<file path="src/rtl/branch_pkg.sv">
// Shared branch definitions: funct3 encodings, resolver FSM states and the
// taken-decision decode reused by other branch logic.
package branch_pkg;

    typedef enum logic [2:0] {
        BEQ  = 3'b000,
        BNE  = 3'b001,
        BLT  = 3'b100,
        BGE  = 3'b101,
        BLTU = 3'b110,
        BGEU = 3'b111
    } funct3_e;

    typedef enum logic [0:0] {
        IDLE = 1'b0,
        CMP  = 1'b1
    } state_e;

    function automatic logic decode_taken(input logic [2:0] funct3,
                                          input logic eq,
                                          input logic lt,
                                          input logic ltu);
        logic t;
        t = 1'b0;
        case (funct3)
            BEQ:     t = eq;
            BNE:     t = !eq;
            BLT:     t = lt;
            BGE:     t = !lt;
            BLTU:    t = ltu;
            BGEU:    t = !ltu;
            default: t = 1'b0;
        endcase
        return t;
    endfunction

    function automatic logic is_illegal(input logic [2:0] funct3);
        return (funct3 == 3'b010) || (funct3 == 3'b011);
    endfunction

endpackage

</file>
<file path="src/rtl/chunk_cmp.sv">
// Combinational compare of one CHUNK-bit slice; top marks the slice that
// carries the operand sign bits.
module chunk_cmp #(
    parameter int CHUNK = 8
) (
    input  logic [CHUNK-1:0] a,
    input  logic [CHUNK-1:0] b,
    input  logic             top,
    output logic             ne,
    output logic             ltu,
    output logic             lt
);

    always_comb begin
        ne  = (a != b);
        ltu = (a < b);
        // Only the top slice sees the sign; differing signs decide outright.
        if (top && (a[CHUNK-1] != b[CHUNK-1]))
            lt = a[CHUNK-1];
        else
            lt = ltu;
    end

endmodule

</file>
<file path="src/rtl/branch_resolve_seq.sv">
// Sequential branch resolver: compares operands one chunk per cycle from the
// most significant chunk down, stopping at the first differing chunk.
module branch_resolve_seq
    import branch_pkg::*;
#(
    parameter int XLEN  = 32,
    parameter int CHUNK = 8
) (
    input  logic            clk,
    input  logic            rst,
    input  logic            start,
    input  logic [2:0]      funct3,
    input  logic [XLEN-1:0] in_A,
    input  logic [XLEN-1:0] in_B,
    output logic            busy,
    output logic            done,
    output logic            breq,
    output logic            brlt,
    output logic            brltu,
    output logic            taken,
    output logic            illegal
);

    localparam int NCHUNK = XLEN / CHUNK;
    localparam int IDXW   = (NCHUNK > 1) ? $clog2(NCHUNK) : 1;
    localparam logic [IDXW-1:0] IDX_TOP = IDXW'(NCHUNK - 1);

    state_e          state, state_n;
    logic [IDXW-1:0] idx, idx_n;
    logic [XLEN-1:0] a_q, b_q;
    logic [2:0]      f3_q;
    logic            load, resolve;
    logic            c_ne, c_ltu, c_lt;

    chunk_cmp #(.CHUNK(CHUNK)) u_chunk_cmp (
        .a   (a_q[idx*CHUNK +: CHUNK]),
        .b   (b_q[idx*CHUNK +: CHUNK]),
        .top (idx == IDX_TOP),
        .ne  (c_ne),
        .ltu (c_ltu),
        .lt  (c_lt)
    );

    always_ff @(posedge clk or posedge rst) begin
        if (rst) begin
            state <= IDLE;
            idx   <= '0;
        end else begin
            state <= state_n;
            idx   <= idx_n;
        end
    end

    always_comb begin
        state_n = state;
        idx_n   = idx;
        load    = 1'b0;
        resolve = 1'b0;
        case (state)
            IDLE: begin
                if (start) begin
                    load    = 1'b1;
                    idx_n   = IDX_TOP;
                    state_n = CMP;
                end
            end
            CMP: begin
                if (c_ne || (idx == '0)) begin
                    resolve = 1'b1;
                    state_n = IDLE;
                end else begin
                    idx_n = idx - 1'b1;
                end
            end
            default: state_n = IDLE;
        endcase
    end

    assign busy = (state == CMP);

    always_ff @(posedge clk or posedge rst) begin
        if (rst) begin
            a_q     <= '0;
            b_q     <= '0;
            f3_q    <= '0;
            done    <= 1'b0;
            breq    <= 1'b0;
            brlt    <= 1'b0;
            brltu   <= 1'b0;
            taken   <= 1'b0;
            illegal <= 1'b0;
        end else begin
            done <= resolve;
            if (load) begin
                a_q  <= in_A;
                b_q  <= in_B;
                f3_q <= funct3;
            end
            // Equal chunks at resolution only happen at idx 0: operands equal.
            if (resolve) begin
                breq    <= !c_ne;
                brlt    <= c_ne && c_lt;
                brltu   <= c_ne && c_ltu;
                taken   <= decode_taken(f3_q, !c_ne, c_ne && c_lt, c_ne && c_ltu);
                illegal <= is_illegal(f3_q);
            end
        end
    end

endmodule

</file>
<file path="config.mk">
export PLATFORM = sky130hd
export DESIGN_NAME = branch_resolve_seq
export DESIGN_NICKNAME = d
export VERILOG_FILES = /design/src/rtl/branch_pkg.sv /design/src/rtl/chunk_cmp.sv /design/src/rtl/branch_resolve_seq.sv
export SDC_FILE = /design/constraint.sdc
export NUM_CORES = 1
export LEC_CHECK = 0
export CORE_AREA = 2 2 85 87
export CTS_CLUSTER_DIAMETER = 80
export DETAILED_ROUTE_END_ITERATION = 10
export DIE_AREA = 0 0 87 89
export GPL_ROUTABILITY_DRIVEN = 0
export PLACE_DENSITY = 0.83
export SYNTH_ARGS = -nofsm -noshare
export SYNTH_HDL_FRONTEND = slang
export SYNTH_SLANG_ARGS = --single-unit
export TNS_END_PERCENT = 100
</file>
<file path="constraint.sdc">
create_clock -name clk -period 8.4 [get_ports clk]
set_clock_uncertainty 0.2 [all_clocks]
set_input_delay 1.68 -clock clk [delete_from_list [all_inputs] [get_ports clk]]
set_output_delay 1.68 -clock clk [all_outputs]
set_load 0.01 [all_outputs]
</file>
======== Word level (Yosys, flattened, before mapping) ========
Index checks and enable logic that the tools add are counted.
storage, ports and cells
  input bits .............................. 70
  flip-flop bits (word level) ............. 76
  output and inout port bits .............. 7
  logic and storage cells ................. 50
cells by class
  equality and inequality tests ........... 12
  muxes and demuxes ....................... 11
  bitwise logic cells ..................... 1
  add/sub/neg operators ................... 1
  shift operators ......................... 2
  $lt $le $gt $ge ......................... 1
  reductions and logical operators ........ 11
operator list
  cell                   count
  $shiftx A32 B6 Y8      2
  $eq A3 B3 Y1 const B   4
  $lt A8 B8 Y1           1
  $ne A8 B8 Y1           1
  $eq A3 B2 Y1 const B   2
  $mux W1                6
  $pmux W1 S6            1
  $mux W2                2
  $ne A2 B2 Y1 const B   2
  $pmux W2 S2            1
  $eq A3 B1 Y1 const B   1
  $logic_and A1 B1 Y1    3
  $logic_not A1 Y1       3
  $logic_not A3 Y1       1
  $eq A2 B2 Y1 const B   1
  $logic_not A2 Y1       1
  $logic_or A1 B1 Y1     2
  $pmux W1 S2            1
  $reduce_and A2 Y1      1
  $sub A2 B1 Y2 const B  1
  $ne A1 B1 Y1           1
  $not A1 Y1             1

======== Logic depth before layout (Yosys ltp) ========
Gate-level depths: netlist of the first run.
  depth in word-level cells ............... 7
  mapped depth ............................ 11
  gate-level depth less buffers ........... 8

======== By module ========
Synthesis of the first run repeated with hierarchy kept, for this count alone.
unflattened totals
  cells, all modules ...................... 234
  area, all modules ....................... 3,723.6 µm²
modules (own cells, without submodules)
  module              seq. area each (µm²)  instances  cells each  area each (µm²)
  branch_resolve_seq  1,901.8               1          204         3,495.9
  chunk_cmp           0.0                   1          30          227.7

======== Worst setup path after synthesis of the first run ========
Ideal clock, no wire load.
  path kind ............................... flip-flop to flip-flop
  from .................................... reg idx[0]
  to ...................................... reg brlt
  period minus slack after synthesis ...... 3.129 ns
  stages on the path, launching flop included .. 11
  setup time .............................. 0.122 ns
  slack ................................... 5.271 ns
  data required time ...................... 8.078 ns
  data arrival time ....................... 2.808 ns
  path through ............................ dfrtp_1 buf_6 buf_1 mux4_2 ha_1 nand4_1 or2_1 buf_2 o21ai_2 nor2_1 a32o_1
on the way
  cells in the longest elaborated chain, start to end .. 5
  elaborated cells between the ends (all ways) .. 13
  those cells by class .................... order compare: 1; eq/ne: 3; shift: 2; mux: 3; reduce/logical: 4
ends and longest elaborated chain
  item                                                                  RTL line                   text
  from (decl)                                                           branch_resolve_seq.sv:29   logic [IDXW-1:0] idx, idx_n;
  from (signal assigned)                                                branch_resolve_seq.sv:50   idx <= idx_n;
  parallel branches: the longest is 5 deep, another holds $lt A8 B8 Y1  --
  to (signal assigned)                                                  branch_resolve_seq.sv:102  brlt <= c_ne && c_lt;
  to (decl)                                                             branch_resolve_seq.sv:18   output logic brlt,
Parallel ways; which one is timed is not known.
A chain may end at the register's enable or synchronous reset.

======== Worst setup path in the final report of the first run ========
Ends and elaborated chain as after synthesis.

==> results of run 1 <==
cell families (layout without fill, tap and decap cells):
| logic type | after synthesis | in the layout | synth area share [%] |
|---|---|---|---|
| AOI/OAI and AO/OA | 20 | 20 | 4.33 |
| and+or+nand+nor | 30 | 30 | 4.92 |
| muxes | 84 | 84 | 31.2 |
| DFF | 76 | 76 | 52.7 |
| buffers and inverters | 26 | 107 | 3.19 |
| xor gates and xnor gates | 1 | 1 | 0.243 |
| adders and majority gates | 10 | 10 | 3.47 |
layout by cell type, fill, tap and decap left out, types with 2 or more instances in the layout:
cell type / count
a21oi_1: 7
buf_4: 3
bufinv_16: 3
clkbuf_8: 11
clkdlybuf4s50_1: 76
dfrtp_1: 76
ha_1: 10
inv_1: 11
mux2_2: 67
mux4_2: 16
nand2_1: 5
nand2b_1: 3
nand4_1: 2
nor2_1: 6
nor3_1: 2
o21ai_0: 3
power by group through the flow:
stage	clock network (mW)	registers (mW)	logic [mW]
2_1_floorplan	0	0.457	0.152
3_3_place_gp	0	0.461	0.219
3_5_place_dp	0	0.465	0.225
4_1_cts	0.345	0.458	0.227
5_1_grt	0.362	0.465	0.246
6_report	0.338	0.458	0.224
final timing paths:
kind                                       end  depth (start not counted)           startpoint  slack [ns]
min in group asynchronous  b_q[15]$_DFFE_PP0P_                          3                  rst        1.73
max in group asynchronous   b_q[9]$_DFFE_PP0P_                          3                  rst        5.64
hold reg to reg            illegal$_DFFE_PP0P_                          2  illegal$_DFFE_PP0P_        0.30
setup / recovery              brlt$_DFFE_PP0P_                          8   idx[0]$_DFFE_PP0P_        4.82
hold / removal             illegal$_DFFE_PP0P_                          2  illegal$_DFFE_PP0P_        0.30
setup reg to reg              brlt$_DFFE_PP0P_                          8   idx[0]$_DFFE_PP0P_        4.82
routing by layer:
| metal | routed length (um) | GRT usage [%] | share of wire, % |
|---|---|---|---|
| met3 | 274 | 5.54 | 4.1 |
| met1 | 2780 | 22.8 | 42 |
| met5 | 0 | 0 | 0 |
| met2 | 3450 | 31.7 | 52 |
| met4 | 129 | 7.53 | 1.9 |
sequential cells by signal (all words and copies together) (netlist names):
| register | flops |
|---|---|
| idx | 2 |
| b_q | 32 |
| breq | 1 |
| taken | 1 |
| f3_q | 3 |
| a_q | 32 |
| done | 1 |
| busy | 1 |
| brltu | 1 |
| illegal | 1 |
| brlt | 1 |
worst max-delay path: stages (launching register included):
cell     delay (ns)
dfrtp_1        0.64
buf_4          0.34
mux4_2         0.60
ha_1           0.48
nand4_1        0.18
or2_1          0.35
o21ai_2        0.33
nor2_1         0.09
a32o_1         0.26
metrics by stage:
stage	setup slack (ns)	total power, mW	hold WS, ns	utilization (%)	cell area (um^2)
floorplan	4.58	0.610	0.275	-	3610
global placement	4.72	0.681	0.263	65.9	4430
detailed placement	4.72	0.690	0.281	65.9	4430
CTS	4.78	1.03	0.299	69.7	4680
global route	4.62	1.07	0.317	69.7	4680
finish	4.82	1.02	0.296	69.7	4680
cell type report:
type | count | area, um^2 | share of cell area (%)
Clock buffer | 12 | 155 | 3.31
Clock inverter | 4 | 95.1 | 2.03
Inverter | 12 | 45.0 | 0.962
Multi-Input combinational cell | 145 | 1600 | 34.2
Sequential cell | 76 | 1900 | 40.6
Tap cell | 80 | 100 | 2.14
Timing Repair Buffer | 79 | 783 | 16.7
==> results.toml, run 1 <==
[status]
outcome = "finished, final reports clean"

[worst_setup_path]
cp-start-kind = "flop"
cp-end-kind = "flop"
crit_type = "flop to flop"
cp.arrival_ns = 3.62
critPathRequiredTime_ns = 8.44
cp_max_fo = 13

[yosys]
syn_inst = 247
synthesis.nets = 327
synth_ff_type = "dfrtp_1"
synth.cells.most_frequent = "dfrtp_1, mux2_2, mux4_2"
yosys_warnings = 0
yosysSeqAreaShare_pct = 52.7
avgSynthCellArea_um2 = 14.6
synth-async-reset-ratio_pct = 100
synth-edff-count = 0
yosys-top-cells-area = "dfrtp_1, mux2_2, mux4_2"
yosysUniqueCellTypes = 40
synth.most_common_cell = "dfrtp_1"
synth_top_area_share_pct = 52.7
synthesis.area_um2 = 3610
ys_ff_latch = 76
yosysTopAreaCell = "dfrtp_1"

[route]
drt_iter0_drc = 139
drt-total-wl_mm = 6.63
ant_nets = 0
drt_first_pass_iters = 4
drc_errors = 0
avgRoutedWirePerCell_um = 16.2
via_count = 2222
viasPerCell = 5.45

[floorplanning]
die-area_um2 = 7740
die_x_um = 87
core-area_um2 = 6720
row_count = 30
die_h_um = 89
start_util_pct = 53.7
ios = 77

[timing]
period_share_pct = 42.6
tightest_slew_ns = 0.942
slew_headroom_pct = 37.2
hold_viol_final = 0
setup_tns_ns = 0
drv_slew = 0
finalSetupViolations = 0
grt_setup_unrepaired = "no"
fmax_mhz = 279
period_needed_ns = 3.58

[grt]
track_usage_pct = 18.8
grt_antenna_before_repair = 0
grt_start_max_net_pins = 77
grt_first_pass_wirelength_mm = 10.8
grt_pass1_vias = 2295
overflow = 0

[power_and_ir_drop]
vdd_ir_drop_max_mv = 0.135
seqPwrFrac_pct = 44.9
swShare_pct = 23.6
comb_power_share_pct = 22.0
p_leak_nw = 1.97
p_clk_share_pct = 33.1
switchingPower_mw = 0.240
cellInternalPower_mw = 0.779
power.density_nw_per_um2 = 218

[placement]
portBuffers = 76
place_inst = 392
hpwl_mm = 4.65

[finish]
layout.cells.non_filler = 408
drive_above_1_share_pct = 33.5
synthToLayoutAreaGrowth_pct = 29.7
nNetsFinal = 403
fillers = 486
antenna-diode-count = 0

[flow_run]
cap_violations = 0

[clock_network]
cts_tree = "built"
ctsHoldBuffers = 0
postCtsSetupRepairBufs = 0
htreeDepth = 3
clockBufferDepth = 2
cts_buffers = 9
cts_sinks = 76
clock_latency_ns = 0.34
cts_root_buf = "clkbuf_8"
clk_pin_slew_worst_paths_ns = 0.08
cts_resized = 0

[min_path]
hp-class = "flop to flop"
(Power assumes the default switching activity.)
==> run 2, diff against run 1 <==
CORE_AREA = 2 2 92 94   (was 2 2 85 87)
DIE_AREA = 0 0 94 96   (was 0 0 87 89)
PLACE_DENSITY = 0.75   (was 0.83)
clock period = 2.9 ns   (was 8.4 ns; I/O delays follow)
==> results.toml, run 2 (synthesis gave the netlist of run 1 again) <==
[route]
drt-total-wl_mm = 7.25
viasPerCell = 5.19
drc_errors = 0
via_count = 2321
avgRoutedWirePerCell_um = 16.2
drt_iter0_drc = 68
ant_nets = 0
drt_first_pass_iters = 4

[timing]
drv_slew = 0
grt_setup_unrepaired = "yes"
finalSetupViolations = 0
period_needed_ns = 2.82
hold_viol_final = 0
period_share_pct = 97.3
hold_ws_ns = 0.284
tightest_slew_ns = 0.517
fmax_mhz = 354
slew_headroom_pct = 65.5

[grt]
grt_start_max_net_pins = 71
track_usage_pct = 17.1
overflow = 0
grt_antenna_before_repair = 0
grt_pass1_vias = 2357
grt_first_pass_wirelength_mm = 11.4

[power_and_ir_drop]
vdd_ir_drop_max_mv = 0.260
power.density_nw_per_um2 = 602
p_leak_nw = 2.04

[finish]
multi_input_area_um2 = 1640
layout.cells.non_filler = 447
mostFrequentLayoutCells = "clkdlybuf4s50_1, dfrtp_1, mux2_2"
antenna-diode-count = 0
reg_top3 = "a_q x32, b_q x32, f3_q x3"
design_area_um2 = 4880
drive_above_1_share_pct = 38.3
layout_commonest_cell = "clkdlybuf4s50_1"
nNetsFinal = 417
regArea_um2 = 1900
fillers = 634
synthToLayoutAreaGrowth_pct = 35.1

[clock_network]
ctsHoldBuffers = 0
cts_buffers = 9
clk_pin_slew_worst_paths_ns = 0.08
htreeDepth = 3
cts_sinks = 76
clockBufferDepth = 2
cts_tree = "built"
clock_latency_ns = 0.35
cts_root_buf = "clkbuf_8"

[placement]
hpwl_mm = 5.34
portBuffers = 76
placed_cell_area_um2 = 4550
place_inst = 424

[worst_setup_path]
crit_family = "simple AND/OR/NAND/NOR gates"
crit_path_cell_trace = "buf_8, buf_4, mux4_2, ha_4, nand2b_4, a2111oi_4, nor3_4, or4_1, a31oi_1"
cp_slowest_cell = "or4_1"
slowest_delay_ns = 0.53
cp_max_fo = 8
path_buf_inv = 2
cp-end-kind = "flop"
critPathRequiredTime_ns = 2.96
cp.arrival_ns = 2.89
cp-start-kind = "flop"
crit_type = "flop to flop"

[floorplanning]
core-area_um2 = 8050
row_count = 33
ios = 77
die_h_um = 96
die_x_um = 94
start_util_pct = 44.8
die-area_um2 = 9020

[min_path]
hp-class = "flop to flop"

[flow_run]
cap_violations = 0

[status]
outcome = "finished, final reports clean"
==> run 2: cell types whose count changed in the layout (fill, tap and decap cells not counted), sizes merged <==
cell | previous run | this run
inv | 12 | 11
clkbuf | 12 | 13
buf | 3 | 17
clkinv | 1 | 2
bufinv | 3 | 2
==> run 2: report_power, final <==
part / total (mW) / switching [mW] / internal (mW)
Sequential: 1.34 / 0.106 / 1.23
Clock: 0.895 / 0.361 / 0.534
Combinational: 0.704 / 0.262 / 0.442
Total: 2.94 / 0.729 / 2.21
==> run 2: tightest hold or removal path: cells and delay by family (launching register included) <==
kind | cells | cell delay [ns]
AOI/OAI and AO/OA | 1 | 0.06
DFF | 1 | 0.35
and+or+nand+nor | 1 | 0.05
==> run 2: layout make-up <==
| cell class | count | share of cell area [%] |
|---|---|---|
| multi-input combinational | 145 | 33.7 |
| sequential | 76 | 39.0 |
| clock buffer | 13 | 3.26 |
| timing repair buffer | 93 | 19.0 |
| clock inverter | 3 | 1.41 |
| tap | 105 | 2.69 |
| inverter | 12 | 0.949 |
==> run 2: metal layers <==
layer | track usage, % | routed length [um]
met1 | 21.1 | 3060
met2 | 28.9 | 3770
met3 | 4.86 | 320
met4 | 6.04 | 110
met5 | 0 | 0
==> run 2: worst paths after layout <==
kind / start / to / slack (ns) / depth (start not counted)
min: illegal$_DFFE_PP0P_ / illegal$_DFFE_PP0P_ / 0.28 / 2
min reg2reg: illegal$_DFFE_PP0P_ / illegal$_DFFE_PP0P_ / 0.28 / 2
max: idx[0]$_DFFE_PP0P_ / taken$_DFFE_PP0P_ / 0.08 / 9
max reg2reg: idx[0]$_DFFE_PP0P_ / taken$_DFFE_PP0P_ / 0.08 / 9
min in group asynchronous: rst / b_q[28]$_DFFE_PP0P_ / 0.39 / 2
max in group asynchronous: rst / idx[1]$_DFFE_PP0P_ / 1.54 / 3
==> run 2: through the flow <==
stage	setup WS (ns)	TNS, ns	power, mW	util (%)
after global placement	0.0231	0	2.01	56.5
final	0.0769	0	2.94	60.6
after global routing	-0.0354	-0.0354	3.09	60.6
after CTS	0.00946	0	2.93	59.5
after detailed placement	-0.0552	-0.0552	2.03	56.5
after floorplan	0.00697	0	1.77	-
==> run 2: what timing repair did <==
item | 4_1_cts | 5_1_grt
setup buffers | 2 | 5
resized for setup | 1 | 11
pin swaps | 0 | 4
endpoints found under the setup margin | 1 | 5
==> run 3, diff against run 2 <==
CTS_CLUSTER_SIZE = 20   (was not set)
HOLD_SLACK_MARGIN = 0.15   (was not set)
==> results of run 3 <==
The final DEF is identical to that of run 2; final timing and power are the same.
